===== src/rtl/timer_sequencer_pkg.sv =====
// Shared definitions for the timer sequencer: controller state encoding.
package timer_sequencer_pkg;

  localparam logic [0:0] ST_IDLE = 1'b0;
  localparam logic [0:0] ST_RUN  = 1'b1;

endpackage


===== src/rtl/timer_sequencer_stage_counter.sv =====
// Up-counter stage that wraps to zero when it reaches its programmed top.
// The wrap flag is combinational and only asserted on an enabled count,
// so it can directly enable the next stage in the chain.
module timer_stage_counter #(
  parameter int W = 8
) (
  input  logic         clk,
  input  logic         rst,
  input  logic [W-1:0] top,
  input  logic         en,
  input  logic         clr,
  output logic [W-1:0] cnt,
  output logic         wrap
);

  logic [W-1:0] r_cnt;

  assign wrap = en && (r_cnt == top);
  assign cnt  = r_cnt;

  // Count on enable, wrap at top; clear has priority over counting.
  always_ff @(posedge clk or posedge rst) begin
    if (rst) begin
      r_cnt <= '0;
    end else if (clr) begin
      r_cnt <= '0;
    end else if (en) begin
      r_cnt <= wrap ? '0 : r_cnt + W'(1);
    end
  end

endmodule


===== src/rtl/timer_sequencer.sv =====
// Two-stage timer controller: prescaler feeds a period counter; the top
// holds the IDLE/RUN FSM, the latched configuration, the repeat counter
// and the registered tick/done pulses.
module timer_sequencer
  import timer_sequencer_pkg::*;
#(
  parameter int BITS     = 16,
  parameter int PRE_BITS = 8,
  parameter int REP_BITS = 8
) (
  input  logic                clk,
  input  logic                rst,
  input  logic [BITS-1:0]     cfg_period,
  input  logic [PRE_BITS-1:0] cfg_prescale,
  input  logic [REP_BITS-1:0] cfg_repeat,
  input  logic                cfg_periodic,
  input  logic                start,
  input  logic                stop,
  input  logic                pause,
  output logic                busy,
  output logic                tick,
  output logic                done,
  output logic [BITS-1:0]     count_out,
  output logic [REP_BITS-1:0] rep_left
);

  logic [0:0]          r_state;
  logic [BITS-1:0]     r_period_top;
  logic [PRE_BITS-1:0] r_pre_top;
  logic                r_periodic;
  logic [REP_BITS-1:0] r_rep_left;
  logic                r_busy;
  logic                r_tick;
  logic                r_done;

  logic                w_run;
  logic                w_start_go;
  logic                w_count_en;
  logic                w_clr;
  logic                w_pre_wrap;
  logic                w_period_end;
  logic [BITS-1:0]     w_count;
  // The prescaler phase is internal and not exported.
  logic [PRE_BITS-1:0] w_pre_phase_unused;

  assign w_run      = (r_state == ST_RUN);
  // stop always wins over start, so a simultaneous request stays idle.
  assign w_start_go = !w_run && start && !stop;
  // Counting only advances in RUN when neither paused nor aborting.
  assign w_count_en = w_run && !stop && !pause;
  // Counters are held at zero while idle and cleared on abort, so a start
  // always begins from a clean prescaler phase and period count.
  assign w_clr      = !w_run || stop;

  timer_stage_counter #(.W(PRE_BITS)) u_prescaler (
    .clk  (clk),
    .rst  (rst),
    .top  (r_pre_top),
    .en   (w_count_en),
    .clr  (w_clr),
    .cnt  (w_pre_phase_unused),
    .wrap (w_pre_wrap)
  );

  timer_stage_counter #(.W(BITS)) u_period (
    .clk  (clk),
    .rst  (rst),
    .top  (r_period_top),
    .en   (w_pre_wrap),
    .clr  (w_clr),
    .cnt  (w_count),
    .wrap (w_period_end)
  );

  // FSM, configuration shadow, repeat counter and single-cycle pulses.
  always_ff @(posedge clk or posedge rst) begin
    if (rst) begin
      r_state      <= ST_IDLE;
      r_period_top <= '0;
      r_pre_top    <= '0;
      r_periodic   <= 1'b0;
      r_rep_left   <= '0;
      r_busy       <= 1'b0;
      r_tick       <= 1'b0;
      r_done       <= 1'b0;
    end else begin
      r_tick <= 1'b0;
      r_done <= 1'b0;
      if (r_state == ST_IDLE) begin
        if (w_start_go) begin
          r_state      <= ST_RUN;
          r_busy       <= 1'b1;
          r_period_top <= cfg_period;
          r_pre_top    <= cfg_prescale;
          r_periodic   <= cfg_periodic;
          // Periodic runs never consume repeats, so rep_left stays at zero.
          r_rep_left   <= cfg_periodic ? '0 : cfg_repeat;
        end
      end else begin
        if (stop) begin
          r_state    <= ST_IDLE;
          r_busy     <= 1'b0;
          r_rep_left <= '0;
        end else if (w_period_end) begin
          r_tick <= 1'b1;
          if (!r_periodic) begin
            if (r_rep_left == '0) begin
              r_done  <= 1'b1;
              r_busy  <= 1'b0;
              r_state <= ST_IDLE;
            end else begin
              r_rep_left <= r_rep_left - REP_BITS'(1);
            end
          end
        end
      end
    end
  end

  assign busy      = r_busy;
  assign tick      = r_tick;
  assign done      = r_done;
  assign count_out = w_count;
  assign rep_left  = r_rep_left;

endmodule


===== config.mk =====
export PLATFORM = sky130hd
export DESIGN_NAME = timer_sequencer
export DESIGN_NICKNAME = d
export VERILOG_FILES = /design/src/rtl/timer_sequencer_pkg.sv /design/src/rtl/timer_sequencer_stage_counter.sv /design/src/rtl/timer_sequencer.sv
export SDC_FILE = /design/constraint.sdc
export NUM_CORES = 1
export LEC_CHECK = 0
export CORE_ASPECT_RATIO = 0.6
export CORE_MARGIN = 3
export CORE_UTILIZATION = 30
export CTS_BUF_LIST = sky130_fd_sc_hd__clkbuf_8
export CTS_CLUSTER_DIAMETER = 30
export DETAILED_ROUTE_END_ITERATION = 6
export GPL_ROUTABILITY_DRIVEN = 0
export PLACE_DENSITY_LB_ADDON = 0.1
export SYNTH_ARGS = -nofsm -noshare
export SYNTH_HDL_FRONTEND = slang
export SYNTH_SLANG_ARGS = --single-unit

===== constraint.sdc =====
create_clock -name clk -period 2.1 [get_ports clk]
set_input_delay 0.42 -clock clk [delete_from_list [all_inputs] [get_ports clk]]
set_output_delay 0.42 -clock clk [all_outputs]
set_load 0.01 [all_outputs]

Word level (Yosys, flattened, before mapping)

Cells that the tools add are included.

Bits in registers: 61
Input port bits: 38
Output and inout port bits: 27

Bitwise operators: 1
Equality and inequality tests: 6
Reduce and logical (&&, ||, !) cells: 17
Mux-type cells: 33
$add $sub $neg: 3

Operator list:

| operator                | number |
|---|---|
| $mux W8                 | 10 |
| $mux W16                | 3 |
| $mux W1                 | 20 |
| $add A16 B1 Y16 const B | 1 |
| $eq A16 B16 Y1          | 1 |
| $add A8 B1 Y8 const B   | 1 |
| $eq A8 B8 Y1            | 1 |
| $logic_not A8 Y1        | 1 |
| $reduce_and A4 Y1       | 2 |
| $sub A8 B1 Y8 const B   | 1 |
| $logic_and A1 B1 Y1     | 6 |
| $ne A3 B2 Y1 const B    | 2 |
| $ne A3 B3 Y1 const B    | 2 |
| $reduce_bool A2 Y1      | 3 |
| $logic_not A1 Y1        | 3 |
| $reduce_and A2 Y1       | 1 |
| $logic_or A1 B1 Y1      | 1 |
| $not A1 Y1              | 1 |

Depth between registers and ports, before layout

Gate-level depths: netlist (run 1).

Depth in word-level cells: 8
Gate-level depth with buffers: 8
Depth with buffers taken out: 8

Modules after synthesis

From an unflattened synthesis (run 1), not the netlist that was laid out.

Cell total of the unflattened synthesis: 291
Area total of the unflattened synthesis: 3226.8 µm²

Modules (own cells, without submodules):

| module                             | area each (µm²) | sequential area each (µm²) | cells an instance | instances |
|---|---|---|---|---|
| timer_sequencer                    | 1635.3          | 925.9                      | 126               | 1 |
| timer_stage_counter at u_period    | 1081.0          | 400.4                      | 112               | 1 |
| timer_stage_counter at u_prescaler | 510.5           | 200.2                      | 53                | 1 |

Least setup slack after synthesis (run 1)

Ideal clock, no wire load.

Path type: reg2reg
Start: reg u_period.r_cnt[5], in the netlist u_period.cnt[5]
End: reg u_period.r_cnt[10], in the netlist u_period.cnt[10]
Data required time: 1.979 ns
Cell stages (with the launch flop): 9
Path buffers: 2
Library setup time: 0.121 ns
Path slack: 0.235 ns
Arrival: 1.744 ns
Cell sequence: dfrtp_1 -> clkbuf_2 -> xnor2_1 -> nand4_1 -> nor4_4 -> nand2_1 -> nand2_1 -> buf_2 -> nor2_1

Longest elaborated chain between the ends: 5
Elaborated cells between the ends (all ways): 6
Classes of those cells: add/sub (1); eq/ne (1); mux (3); reduce/logical (1)

Ends and longest elaborated chain:

| element                                                                 | line                                | RTL |
|---|---|---|
| start, declared                                                         | timer_sequencer_stage_counter.sv:16 | `logic [W-1:0] r_cnt;` |
| start signal, assigned                                                  | timer_sequencer_stage_counter.sv:28 | `r_cnt <= wrap ? '0 : r_cnt + W'(1);` |
| parallel branches: the longest is 2 deep, another holds $add A16 B1 Y16 | -                                   |  |
| $mux W16 (*)                                                            | timer_sequencer_stage_counter.sv:28 |  |
| $mux W16 (*)                                                            | timer_sequencer_stage_counter.sv:27 | `end else if (en) begin` |
| $mux W16 (*)                                                            | timer_sequencer_stage_counter.sv:25 | `end else if (clr) begin` |

Every way passes the cells marked *. The select of a mux whose other input is x is not followed.
A chain may end at the register's enable or synchronous reset.

Final worst setup path (run 1)

Start: reg u_period.r_cnt[0], in the netlist u_period.cnt[0]
End: reg r_busy, in the netlist busy

Longest elaborated chain between the ends: 4

Ends and longest elaborated chain:

| element                            | line                                | RTL |
|---|---|---|
| $eq A16 B16 Y1                     | timer_sequencer_stage_counter.sv:18 | `assign wrap = en && (r_cnt == top);` |
| $logic_and A1 B1 Y1                | timer_sequencer_stage_counter.sv:18 |  |
| $ne A3 B2 Y1 (no source line)      | -                                   |  |
| $reduce_and A4 Y1 (no source line) | -                                   |  |
| end signal, assigned               | timer_sequencer.sv:83               | `r_busy <= 1'b0;` |
| end signal, assigned               | timer_sequencer.sv:92               | `r_busy <= 1'b1;` |
| end signal, assigned               | timer_sequencer.sv:102              | `r_busy <= 1'b0;` |
| end, declared                      | timer_sequencer.sv:32               | `logic r_busy;` |

Every way passes these cells.

==> results of run 1 <==
[metrics by stage]
stage | setup slack (ns) | instance area [um2] | total power, uW | TNS [ns]
6_report | 0.0729 | 4610 | 3650 | 0
5_1_grt | -0.00590 | 4610 | 3850 | -0.0125
4_1_cts | 0.0469 | 4550 | 3670 | 0
3_5_place_dp | -0.310 | 4290 | 2310 | -5.37
3_3_place_gp | -0.245 | 4290 | 2310 | -5.02
2_1_floorplan | 0.167 | 3130 | 1940 | 0
[path summary, 6_finish.rpt]
path	to	slack, ns	cells past startpoint
worst max-delay path	busy	0.07	8
worst min-delay path	r_pre_top[2]	0.46	3
worst max register to register	busy	0.07	8
worst min register to register	busy	0.53	2
max in group asynchronous	u_period.cnt[5]	1.37	3
min in group clk	busy	0.53	2
[cell type report]
type	instances	area share (%)
clock buffer	12	3.58
multi-input combinational	209	34.1
clock inverter	4	2.04
inverter	6	0.488
timing repair buffer	117	23.1
sequential	61	33.1
tap	135	3.66
[placed cells by master (no fill, tap or decap), types with 2 or more instances in the layout]
cell type         n
mux2_2           25
and3_1            5
buf_4            51
o221ai_1          2
nor3_1            4
o21ai_0           4
buf_12            2
nand4_1          11
xor2_1           12
nand2_1          17
clkdlybuf4s50_1  64
nor2_1           26
nand3_2           2
o31ai_1           3
o21bai_1          2
clkbuf_8         12
a2bb2oi_1         5
ha_1              4
o2111ai_1         2
nor2b_1           2
a21oi_1          12
or4_1             3
nor3b_1           2
or3_1             2
a221oi_1          3
nand3_1           7
xnor2_2           2
inv_1             6
o22ai_1           2
dfrtp_1          61
bufinv_16         3
xnor2_1          28
[worst register-to-register path, stage by stage, from the launching register on]
cell     delay, ns
dfrtp_1       0.41
xnor2_2       0.19
nand4_1       0.25
nor4_4        0.31
buf_4         0.18
buf_4         0.11
and2_1        0.15
and4b_1       0.24
o31ai_1       0.08
[flip-flops by register name (all words and copies together) (netlist names)]
signal / flops
busy: 1
done: 1
r_period_top: 16
r_periodic: 1
r_pre_top: 8
r_state: 1
rep_left: 8
tick: 1
u_period.cnt: 16
u_prescaler.cnt: 8
[layer usage]
layer	routed length [um]	up-vias	GRT usage, %
met5	0	-	0
met4	87	0	4.57
met2	3290	75	20.0
met3	635	8	5.09
met1	4630	1266	24.6
li1	-	1273	-
[power groups by stage]
stage	clock network [uW]	registers [uW]	logic [uW]
3_3_place_gp	0	1490	817
2_1_floorplan	0	1480	460
3_5_place_dp	0	1490	822
6_report	1340	1470	844
4_1_cts	1380	1470	825
5_1_grt	1430	1490	933
[cells by family (layout without fill, tap and decap cells)]
kind of cell | count (synthesis) | count (layout) | share of synthesized area [%]
multiplexers | 26 | 26 | 9.30
adder cells (fa/ha/maj) | 4 | 4 | 1.60
buffers and inverters | 17 | 139 | 2.32
XOR/XNOR | 42 | 42 | 11.7
AO/OA/AOI/OAI | 42 | 42 | 9.70
AND/OR/NAND/NOR | 95 | 95 | 16.6
flip-flops | 61 | 61 | 48.7
[repair_timing]
action,4_1_cts,5_1_grt
resized for setup,0,5
hold buffers,0,0
endpoints found under the setup margin,8,14
setup buffers,0,4
pin swaps,1,4
==> impl_metrics.ini, run 1 <==
[floorplanning]
fp.dieH_um = 85.2
io_pins = 65
num_rows = 28
die_x_um = 138
core_region_area_um2 = 10000
die_area_um2 = 11800
start_util_pct = 31.3

[timing]
hold_viol_final = 0
clock_skew_ns = 0.00666
slew_violations = 0
fmax_ghz = 0.493
period_share_pct = 96.5
worst_pin_slew_ns = 0.512
holdWs_ns = 0.458
period_needed_ns = 2.03
finalSetupViolCount = 0
relSlewSlack_pct = 65.8

[worst_setup_path]
crit_top_cell = buf_4
startpoint = u_period.cnt[0]
reg2reg_from = u_period.cnt[0]
critPathArrivalTime_ns = 2.25
cp-start-kind = flop
cp_cell_sequence = xnor2_2 > nand4_1 > nor4_4 > buf_4 > buf_4 > and2_1 > and4b_1 > o31ai_1
critPathBufInv = 2
cp_top_family = simple AND/OR/NAND/NOR gates
critPathCaptureType = flop
cp_data_required_time_ns = 2.33
critPathKind = reg -> reg
cpPeakStageDelay_ns = 0.41
crit_fanout = 4
critPathSlowestCell = dfrtp_1

[place]
hpwl_mm = 6.51
port_buffers = 64
dp_cells = 524

[route]
route.antenna.remaining_nets = 0
viasPerCell = 4.82
via_count = 2622
drc = 0
route.detailed.wl_per_inst_um = 15.9
drt_iter0_markers = 203
drt-pass1-iter-count = 5
wirelength_mm = 8.63

[synth]
synth.area.top_cells = dfrtp_1 49%, mux2_2 9.0%, xnor2_1 8.4%, xor2_1 3.4%, nor2_1 3.1%
synthArstFlopShare_pct = 100
ys.warnings.count = 0
syn_area_um2 = 3130
synth-seq-area-share_pct = 48.7
synthFlopType = dfrtp_1
netlist_instances = 287
synth_top_area_share_pct = 48.7
synth_area_per_cell_um2 = 10.9
synth_cell_type_count = 49
synth_nets = 329
yosysMostFrequentCell = dfrtp_1
ys_ff_latch = 61
synth_common_cells = 61 x dfrtp_1, 30 x xnor2_1, 26 x nor2_1, 25 x mux2_2, 17 x nand2_1
synth_edf_count = 0
synth_largest_area_cell = dfrtp_1

[finish]
diodes = 0
n_fill_cell = 959
area_growth_pct = 47.1
seq_area_um2 = 1530
final_util_pct = 46.0
instances_no_fill = 544
multi_input_area_um2 = 1570
layout.nets = 446
drive_gt1_share_pct = 25.9

[pwr]
p_per_area_nw_per_um2 = 792
power_frac_seq_pct = 40.2
pwr-share-clk_pct = 36.7
swShare_pct = 25.9
p_comb_share_pct = 23.1
p_sw_uw = 946
p_int_uw = 2700
p_leak_uw = 0.00190
vdd_drop_max_v = 0.000378

[global_routing]
grt_overflow = 0
track_usage_pct = 15.6
grt_pass1_vias = 2635
grt_pass1_wl_mm = 14.0
grt_max_degree = 62
antenna_found_initial = 0

[outcome]
status = completed

[clocking]
max-clock-path-buffers = 2
numCtsBuffers = 9
numClockSinks = 61
cts_tree = yes
cts.clk_slew.worst_paths_ns = 0.07
clock_latency_ns = 0.34
root_buffer = clkbuf_8
h-tree-depth = 3

[flow_run]
cap_viol_max_count = 0

[worst_hold_path]
hp-class = in -> async
Power figures use the tool's default switching activity.
==> run 2, diff against run 1 <==
Settings changed: CELL_PAD_IN_SITES_DETAIL_PLACEMENT set to 1, CELL_PAD_IN_SITES_GLOBAL_PLACEMENT set to 1.
==> impl_metrics.ini, run 2 (same netlist as run 1, synthesis figures left out) <==
[timing]
finalSetupViolCount = 0
slew_violations = 0
worst_pin_slew_ns = 0.407
clock_skew_ns = 0.00482
setup_tns_ns = 0
period_needed_ns = 1.99
layout_setup_ws_ns = 0.106
period_share_pct = 94.9
rsz0062_at_grt = true
fmax_ghz = 0.502
relSlewSlack_pct = 72.5
hold_viol_final = 0

[global_routing]
grt_pass1_wl_mm = 14.7
grt_overflow = 0
grt_max_degree = 44
track_usage_pct = 16.6
antenna_found_initial = 0
grt_pass1_vias = 2825

[worst_setup_path]
critPathSlowestCell = dfrtp_1
cpPeakStageDelay_ns = 0.41
reg2reg_from = r_period_top[1]
rr_endpoint = u_period.cnt[13]
cp-start-kind = flop
r2r_cells = 8
cp_cell_sequence = xnor2_2 > nand4_1 > nor4_4 > buf_4 > nand2_1 > nand2_2 > buf_4 > o41ai_1
critPathKind = reg -> reg
crit_top_cell = buf_4
rrSetupSlack_ns = 0.11
cp_top_family = simple AND/OR/NAND/NOR gates
critPathBufInv = 2
cp_data_required_time_ns = 2.32
startpoint = r_period_top[1]
critPathArrivalTime_ns = 2.21
critPathCaptureType = flop
crit_fanout = 7

[finish]
drive_gt1_share_pct = 25.6
design_area_um2 = 4530
layout.nets = 445
layout_commonest_cell = clkdlybuf4s50_1
area_growth_pct = 44.4
diodes = 0
most-common-layout-cells = 64 x clkdlybuf4s50_1, 61 x dfrtp_1, 49 x buf_4

[clocking]
max-clock-path-buffers = 2
root_buffer = clkbuf_8
numClockSinks = 61
clock_latency_ns = 0.35
h-tree-depth = 3
cts.clk_slew.worst_paths_ns = 0.07
numCtsBuffers = 9
cts_tree = yes

[pwr]
p_per_area_nw_per_um2 = 725
p_leak_uw = 0.00185
totalPowerFinal_uw = 3280
vdd_drop_max_v = 0.000306

[floorplanning]
die_area_um2 = 11800
die_x_um = 138
core_region_area_um2 = 10000
num_rows = 28
start_util_pct = 31.3
fp.dieH_um = 85.2
io_pins = 65

[place]
placed_area_um2 = 4300
port_buffers = 64
dp_slack_ns = -0.248
hpwl_mm = 6.87

[route]
route.detailed.wl_per_inst_um = 16.6
drc = 0
viasPerCell = 4.87
drt_iter0_markers = 99
wirelength_mm = 9.00
route.antenna.remaining_nets = 0
via_count = 2641
drt-pass1-iter-count = 4

[outcome]
status = completed

[worst_hold_path]
hp-class = in -> async

[flow_run]
cap_viol_max_count = 0
[run 2: cell types whose count changed in the layout (fill, tap and decap cells not counted)]
cell	previous run	this run
nor3_2	1	2
o41ai_2	1	0
bufinv_16	3	0
buf_6	0	1
nand2_2	0	1
nor3_1	4	3
inv_1	6	7
o41ai_1	0	1
nand2_1	17	16
clkinv_2	0	1
buf_4	51	49
[run 2: power by group]
group          internal, uW  total (uW)  switching [uW]
Combinational           490         853             363
Sequential             1330        1460             133
Clock                   508         963             455
Total                  2330        3280             951
[run 2: worst min-delay path: stages]
cell,delay [ns]
clkdlybuf4s50_1,0.41
inv_2,0.08
buf_12,0.25
[run 2: timing repair]
action / 4_1_cts / 5_1_grt
buffers inserted: 0 / 2
resized for setup: 0 / 7
hold endpoints to repair: 0 / 0
hold buffers: 0 / 0
setup endpoints to repair: 0 / 19
[run 2: worst max-delay path by stage]
stage | endpoint | depth (start not counted)
after floorplan | busy | 1
after global placement | u_period.cnt[13] | 8
after detailed placement | u_period.cnt[13] | 7
after CTS | u_period.cnt[13] | 6
after global routing | u_period.cnt[5] | 7
final | u_period.cnt[13] | 8
[run 2: layer usage]
layer | routed length (um) | up-vias | GRT usage [%]
li1 | - | 1261 | -
met1 | 4710 | 1317 | 24.4
met2 | 3770 | 49 | 23.1
met3 | 365 | 14 | 4.92
met4 | 154 | 0 | 5.74
met5 | 0 | - | 0
[run 2: final cells by class]
class	instances	area [um2]
inverter	6	22.5
clock inverter	3	12.5
timing repair buffer	116	1060
multi-input combinational	209	1570
clock buffer	12	165
tap	135	169
sequential	61	1530
fill	1133	5490
[run 2: through the flow]
| step | utilization (%) | instances | hold slack, ns |
|---|---|---|---|
| global route | 45.2 | 542 | 0.450 |
| CTS | 44.7 | 540 | 0.428 |
| global placement | 42.9 | 525 | 0.513 |
| floorplan | - | 287 | 0.497 |
| detailed placement | 42.9 | 525 | 0.518 |
| finish | 45.2 | 542 | 0.433 |
